<file path="config.mk">
export PLATFORM = sky130hd
export DESIGN_NAME = nibble_pair_rx
export DESIGN_NICKNAME = d
export VERILOG_FILES = /design/src/rtl/nibble_pair_rx.sv
export SDC_FILE = /design/constraint.sdc
export NUM_CORES = 1
export LEC_CHECK = 0
export BUFFER_PORTS_ARGS = -buffer_cell sky130_fd_sc_hd__buf_2
export CAP_MARGIN = 20
export CORE_MARGIN = 2
export CORE_UTILIZATION = 54
export CTS_CLUSTER_SIZE = 8
export DETAILED_ROUTE_END_ITERATION = 8
export PLACE_DENSITY = 0.77
export RECOVER_POWER = 50
export SYNTH_ARGS = -nofsm -noshare
export SYNTH_HDL_FRONTEND = slang
export SYNTH_SLANG_ARGS = --single-unit
export TNS_END_PERCENT = 20
</file>
<file path="constraint.sdc">
create_clock -name clk -period 2.11 [get_ports clk]
set_clock_uncertainty 0.1 [all_clocks]
set_input_delay 0.211 -clock clk [delete_from_list [all_inputs] [get_ports clk]]
set_output_delay 0.211 -clock clk [all_outputs]
set_load 0.03 [all_outputs]
</file>
<file path="src/rtl/nibble_pair_rx.sv">
// Receiver for active-low nibble pairs: restores polarity, assembles bytes and holds them in a one-entry valid/ready register.
// Define NIBBLE_RX_SYNC_EN to add a 2-flop input synchronizer on stb/nib_n ahead of the edge detector.
module nibble_pair_rx #(
    parameter int HI_FIRST = 1,
    parameter int TIMEOUT  = 255
) (
    input  logic       clk,
    input  logic       rst,
    input  logic [3:0] nib_n,
    input  logic       stb,
    input  logic       byte_ready,
    input  logic       clear_ovr,
    output logic [7:0] byte_out,
    output logic       byte_valid,
    output logic       overrun,
    output logic       frame_err,
    output logic       busy
);

    localparam int CW = (TIMEOUT > 0) ? $clog2(TIMEOUT + 1) : 1;

    typedef enum logic {
        IDLE,
        HAVE_FIRST
    } state_t;

    state_t      state_q, state_d;
    logic        stb_s;
    logic [3:0]  nib_s;
    logic        stb_prev_q;
    logic        stb_edge;
    logic [3:0]  nib_true;
    logic [CW-1:0] cnt_q, cnt_d, cnt_inc;
    logic        tmo_hit;
    logic        first_ld, complete, timeout;
    logic [3:0]  first_q, first_d;
    logic [7:0]  assembled;
    logic [7:0]  byte_q, byte_d;
    logic        valid_q, valid_d;
    logic        ovr_q, ovr_d;
    logic        ferr_q, ferr_d;
    logic        load, drop;

`ifdef NIBBLE_RX_SYNC_EN
    logic [1:0] stb_sync_q;
    logic [3:0] nib_s1_q, nib_s2_q;

    // stb stages reset high so a strobe already high at release is not seen as an edge
    always_ff @(posedge clk or posedge rst) begin
        if (rst) begin
            stb_sync_q <= '1;
            nib_s1_q   <= '0;
            nib_s2_q   <= '0;
        end else begin
            stb_sync_q <= {stb_sync_q[0], stb};
            nib_s1_q   <= nib_n;
            nib_s2_q   <= nib_s1_q;
        end
    end

    assign stb_s = stb_sync_q[1];
    assign nib_s = nib_s2_q;
`else
    assign stb_s = stb;
    assign nib_s = nib_n;
`endif

    always_ff @(posedge clk or posedge rst) begin
        if (rst) stb_prev_q <= 1'b1;
        else     stb_prev_q <= stb_s;
    end

    assign stb_edge = stb_s & ~stb_prev_q;
    assign nib_true = ~nib_s;
    assign cnt_inc  = (cnt_q == '1) ? cnt_q : cnt_q + 1'b1;
    assign tmo_hit  = (TIMEOUT != 0) && (cnt_inc == CW'(TIMEOUT));

    always_ff @(posedge clk or posedge rst) begin
        if (rst) state_q <= IDLE;
        else     state_q <= state_d;
    end

    always_comb begin
        state_d = state_q;
        case (state_q)
            IDLE:       if (stb_edge) state_d = HAVE_FIRST;
            HAVE_FIRST: if (stb_edge || tmo_hit) state_d = IDLE;
            default:    state_d = IDLE;
        endcase
    end

    always_comb begin
        busy     = (state_q == HAVE_FIRST);
        first_ld = (state_q == IDLE) && stb_edge;
        complete = (state_q == HAVE_FIRST) && stb_edge;
        timeout  = (state_q == HAVE_FIRST) && !stb_edge && tmo_hit;
    end

    assign assembled = (HI_FIRST != 0) ? {first_q, nib_true} : {nib_true, first_q};
    assign load      = complete && (!valid_q || byte_ready);
    assign drop      = complete && valid_q && !byte_ready;

    always_comb begin
        cnt_d   = cnt_q;
        first_d = first_q;
        byte_d  = byte_q;
        valid_d = valid_q;
        ovr_d   = ovr_q;
        ferr_d  = timeout;

        if (first_ld)                 cnt_d = '0;
        else if (busy && !stb_edge)   cnt_d = cnt_inc;

        if (first_ld)     first_d = nib_true;
        else if (timeout) first_d = '0;

        // a load in the accept cycle replaces the consumed byte, keeping valid high
        if (load) begin
            byte_d  = assembled;
            valid_d = 1'b1;
        end else if (valid_q && byte_ready) begin
            valid_d = 1'b0;
        end

        if (drop)           ovr_d = 1'b1;
        else if (clear_ovr) ovr_d = 1'b0;
    end

    always_ff @(posedge clk or posedge rst) begin
        if (rst) begin
            cnt_q   <= '0;
            first_q <= '0;
            byte_q  <= '0;
            valid_q <= 1'b0;
            ovr_q   <= 1'b0;
            ferr_q  <= 1'b0;
        end else begin
            cnt_q   <= cnt_d;
            first_q <= first_d;
            byte_q  <= byte_d;
            valid_q <= valid_d;
            ovr_q   <= ovr_d;
            ferr_q  <= ferr_d;
        end
    end

    assign byte_out   = byte_q;
    assign byte_valid = valid_q;
    assign overrun    = ovr_q;
    assign frame_err  = ferr_q;

endmodule

</file>
==> flow_summary.ini, run 1 <==
[sta]
worst_pin_slew_ps = 604
rsz0062_at_grt = no
period_needed_ps = 1900
finalSetupViolCount = 0
hold_viol = 0
clock.fmax_mhz = 527
maxSlewHeadroom = 0.597
fin_crit_sh = 0.900
final.setup.tns_ps = 0
slew_violations = 0

[global_route]
antenna_found_initial = 0
grt-ovfl-total = 0
grt_max_degree = 26
grt_use_met2 = 0.356
grt_util_met1 = 0.231
grt_util_met3 = 0.0257
grt_pass1_wl_um = 4040
grt_pass1_vias = 952
grt_busiest_layer = met2
grt_usage = 0.197

[drt]
drtPass1Iterations = 4
drc_errors = 0
vias = 1014
avgViaCountPerCell = 5.54
routed_wl_um = 2310
drtIter0Drc = 19
wire_per_inst_um = 12.6
drtAntennaViolNets = 0

[floorplan]
die_w_um = 52.5
initial_utilization = 0.575
rows = 17
die_y_um = 52.5
fp.coreArea_um2 = 2210
die_area_um2 = 2760
boundaryPins = 21

[pwr]
ir_drop_mv = 0.669
leakage_nw = 0.673
finalPower_mw = 1.57
p_per_area_nw_per_um2 = 1070

[hold_path]
hold_end = byte_out[3]
min_path_cells = 2
min-delay-start = nib_n[3]
hold_class = input pin to flop

[placement]
dp_cells = 173
place_area_um2 = 1400
port_buffers = 20
post-dp-hpwl_um = 1670
gp_congestion = 0.944

[critical_path]
cp-start-kind = flop
max_stage_delay_ps = 530
critical-path-top-delay-family = flip-flops
reg2reg_slack_ps = 210
worst-path-buf-inv = 1
crit_chain = nand2b_1, inv_1, ha_1, nor4_1, o22a_1
r2r-end = cnt_q[7]
crit_arrival_ps = 2060
cp_max_fo = 16
path_class = flop to flop
r2r-start = stb_prev_q
reg2regPathDepth = 5
required_ps = 2270
timing.critical_path.to_type = flop
crit_slowest_cell = dfstp_2

[synthesis]
yosys.area.top_type = dfrtp_1
synthTopCellsByArea = dfrtp_1 47%, nand2_1 4.4%, ha_1 3.9%
synth-seq-cells = 25
netlist_instances = 129
synth-warning-count = 0
synth.net_count = 142
yosysSeqAreaShare = 0.493
syn_area_um2 = 1270
postSynthAreaPerCell_um2 = 9.86
synth.top_cell.area_share = 0.472
synth.distinct_cells = 36

[layout]
stdcell_area_um2 = 1470
final_nets = 169
fin_cells = 183
antenna_cells = 0
layout_common_cells = 24 x dfrtp_1, 15 x nand2_1, 14 x buf_2
drive_above_1_share = 0.194
syn_to_final_growth_pct = 15.6
mostFrequentLayoutCell = dfrtp_1

[clocking]
postCtsResizedCells = 0
insertion_delay_ps = 310
cts_buffers = 3
cts_root_buf = clkbuf_4
cts_tree = done
clockBufferDepth = 2
cts_sinks = 25
htreeDepth = 1
clk_pin_slew_ps = 130

[job]
drv_cap = 0

[run_status]
status = complete, no violations
worst register-to-register path, stage by stage, from the launching register on:
cell and delay, ps:
dfstp_2 530, nand2b_1 130, inv_1 80, ha_1 470, nor4_1 360, o22a_1 180
cell usage after synthesis:
| master | n |
|---|---|
| o22ai_1 | 2 |
| a221oi_2 | 1 |
| ha_1 | 4 |
| a31oi_1 | 2 |
| nand3_1 | 2 |
| a22oi_1 | 1 |
| a21oi_1 | 4 |
| clkbuf_1 | 2 |
| and3_1 | 2 |
| nand2_2 | 1 |
| and4_4 | 1 |
| and3_4 | 1 |
| mux2_2 | 4 |
| mux2i_1 | 4 |
| o21ai_1 | 3 |
| dfstp_2 | 1 |
| dfrtp_1 | 24 |
| nor2b_1 | 2 |
| nor3_1 | 3 |
| o21ai_0 | 9 |
| o31ai_1 | 1 |
| nor3b_1 | 2 |
| o22ai_2 | 1 |
| o2bb2ai_1 | 1 |
| and4_1 | 1 |
| o41ai_1 | 1 |
| nand2_1 | 15 |
| o22a_1 | 5 |
| and2_1 | 2 |
| buf_2 | 4 |
| nor4_1 | 1 |
| inv_1 | 9 |
| nand2b_1 | 2 |
| nand3_2 | 1 |
| nor2_1 | 9 |
| nand4_1 | 1 |
sequential cells by signal, summed over array words and instances, names as in the netlist:
register and cells:
frame_err 1, byte_valid 1, cnt_q 8, busy 1, overrun 1, stb_prev_q 1
byte_out 8, first_q 4
cell families (layout without fill, tap and decap cells):
group	Yosys count	in the layout	synth area share
AND/OR/NAND/NOR	46	46	0.189
AO/OA/AOI/OAI	31	31	0.164
flip-flops	25	25	0.493
buffers and inverters	15	41	0.0482
multiplexers	8	8	0.0669
adder cells (fa/ha/maj)	4	4	0.0393
worst max path at each step:
stage,start,endpoint,cells past startpoint
finish,stb_prev_q,cnt_q[7],5
global route,stb_prev_q,cnt_q[7],5
CTS,stb_prev_q,cnt_q[7],5
detailed placement,stb_prev_q,cnt_q[7],5
global placement,stb_prev_q,cnt_q[7],5
floorplan,stb_prev_q,cnt_q[3],6
timing repair:
action                                 4_1_cts  5_1_grt
endpoints found under the hold margin       29        0
hold buffers                                 6        0
setup buffers                                0        0
power by group:
| group | switching [mW] | internal [mW] | total, mW |
|---|---|---|---|
| combinational | 0.367 | 0.221 | 0.588 |
| sequential | 0.147 | 0.624 | 0.771 |
| clock | 0.136 | 0.0738 | 0.210 |
area by class of cell:
cell class	instances	area [um^2]
clock buffer	4	26.3
fill	184	741
inverter	9	33.8
multi-input combinational	89	584
sequential	25	627
tap	28	35.0
timing repair buffer	28	165
per-stage QoR:
stage | util | setup WS [ps] | hold WS (ps)
5_1_grt | 0.665 | 15.0 | 9.90
2_1_floorplan | - | 336 | 115
4_1_cts | 0.670 | 210 | 2.31
3_5_place_dp | 0.631 | 240 | 175
3_3_place_gp | 0.631 | 273 | 170
6_report | 0.665 | 211 | 6.49
metal layers:
metal / vias to the layer above / part of all wire
met4: 0 / 0.0043
met5: - / 0
li1: 511 / -
met2: 18 / 0.48
met3: 2 / 0.036
met1: 483 / 0.48
Note: power is estimated with default switching activity, not from simulation.
==> inputs of run 2 (changes only) <==
--- a/config.mk
+++ b/config.mk
@@ -11,7 +11,7 @@
 export CORE_UTILIZATION = 54
 export CTS_CLUSTER_SIZE = 8
 export DETAILED_ROUTE_END_ITERATION = 8
-export PLACE_DENSITY = 0.77
+export PLACE_DENSITY_LB_ADDON = 0.05
 export RECOVER_POWER = 50
 export SYNTH_ARGS = -nofsm -noshare
 export SYNTH_HDL_FRONTEND = slang
==> flow_summary.ini, run 2 (same netlist as run 1, synthesis figures left out) <==
[layout]
multi_input_area_um2 = 584
fin_cells = 185
syn_to_final_growth_pct = 17.2
final_nets = 171
seq_area_um2 = 627
drive_above_1_share = 0.197
fill_cells = 184
antenna_cells = 0
final_util = 0.674
layout_common_cells = 24 x dfrtp_1, 15 x nand2_1, 14 x buf_2
mostFrequentLayoutCell = dfrtp_1

[global_route]
grt_pass1_wl_um = 4230
grt_usage = 0.213
antenna_found_initial = 0
grt_pass1_vias = 955
grt-ovfl-total = 0
grt_max_degree = 17

[drt]
drtPass1Iterations = 4
drtAntennaViolNets = 0
wire_per_inst_um = 13.5
routed_wl_um = 2490
drtIter0Drc = 19
avgViaCountPerCell = 5.59
drc_errors = 0
vias = 1034

[hold_path]
hold_class = input pin to flop
min_path_cells = 3
min-delay-start = byte_ready
hold_end = byte_valid

[clocking]
cts_tree = done
cts_root_buf = clkbuf_4
htreeDepth = 1
cts_buffers = 3
post_cts_buffers = 0
cts_sinks = 25
clockBufferDepth = 2
postCtsResizedCells = 0
clk_pin_slew_ps = 130
insertion_delay_ps = 330

[pwr]
ir_drop_mv = 0.820
leakage_nw = 0.676
finalPower_mw = 1.61
p_per_area_nw_per_um2 = 1080

[floorplan]
boundaryPins = 21
rows = 17
die_w_um = 52.5
die_y_um = 52.5
initial_utilization = 0.575
die_area_um2 = 2760
fp.coreArea_um2 = 2210

[sta]
fin_crit_sh = 0.899
period_needed_ps = 1900
hold_viol = 0
clock.fmax_mhz = 527
worst_pin_slew_ps = 810
whs_ps = 96.3
slew_violations = 0
final.setup.tns_ps = 0
finalSetupViolCount = 0
maxSlewHeadroom = 0.460
rsz0062_at_grt = no

[critical_path]
r2r-end = cnt_q[7]
path_class = flop to flop
cp-start-kind = flop
r2r-start = stb_prev_q
crit_arrival_ps = 2070
required_ps = 2280
crit_start = stb_prev_q
timing.critical_path.to_type = flop
reg2reg_slack_ps = 210
cp_max_fo = 16
reg2regPathDepth = 5

[placement]
port_buffers = 20
post-dp-hpwl_um = 1780
gp_congestion = 0.792
dp_cells = 174

[run_status]
status = complete, no violations

[job]
drv_cap = 0
-- run 2: cell count changes in the layout (fill, tap and decap cells not counted) --
cell,delta
buf_4,+1
clkbuf_2,-1
clkinvlp_4,+1
dlygate4sd3_1,+1
-- run 2: how the worst max path moves through the flow --
stage	slack, ps	to	cells after the start
floorplan	340	cnt_q[3]	6
global placement	310	cnt_q[7]	5
detailed placement	240	cnt_q[7]	5
CTS	200	cnt_q[7]	5
global route	30	cnt_q[7]	5
finish	210	cnt_q[7]	5
-- run 2: power by group --
group          switching, mW  internal, mW  total, mW
combinational          0.390         0.240      0.630
sequential             0.133         0.624      0.757
clock                  0.152        0.0727      0.225
-- run 2: routing by layer --
layer | vias to the layer above | global-route usage | share of wire
met2 | 24 | 0.329 | 0.47
met3 | 4 | 0.0343 | 0.035
met4 | 0 | 0.103 | 0.014
met5 | - | 0 | 0
li1 | 510 | - | -
met1 | 496 | 0.290 | 0.48
-- run 2: cell type report --
type                       count  share of cell area
sequential                    25               0.420
multi-input combinational     89               0.392
timing repair buffer          30               0.122
tap                           28              0.0235
inverter                       9              0.0227
clock buffer                   3              0.0151
clock inverter                 1             0.00503
-- run 2: critical path, stage by stage, from the launching register on --
cell and delay, ps:
dfstp_2 540, nand2b_1 130, inv_1 80, ha_1 470
nor4_1 350, o22a_1 180
-- run 2: per-stage QoR --
step | instance area [um^2] | setup slack [ps]
floorplan | 1270 | 336
global placement | 1400 | 312
detailed placement | 1400 | 240
CTS | 1500 | 204
global route | 1490 | 26.5
finish | 1490 | 214
-- run 2: timing repair --
action | CTS | global route
endpoints found under the hold margin | 16 | 0
endpoints found under the setup margin | 0 | 0
hold buffers | 7 | 0
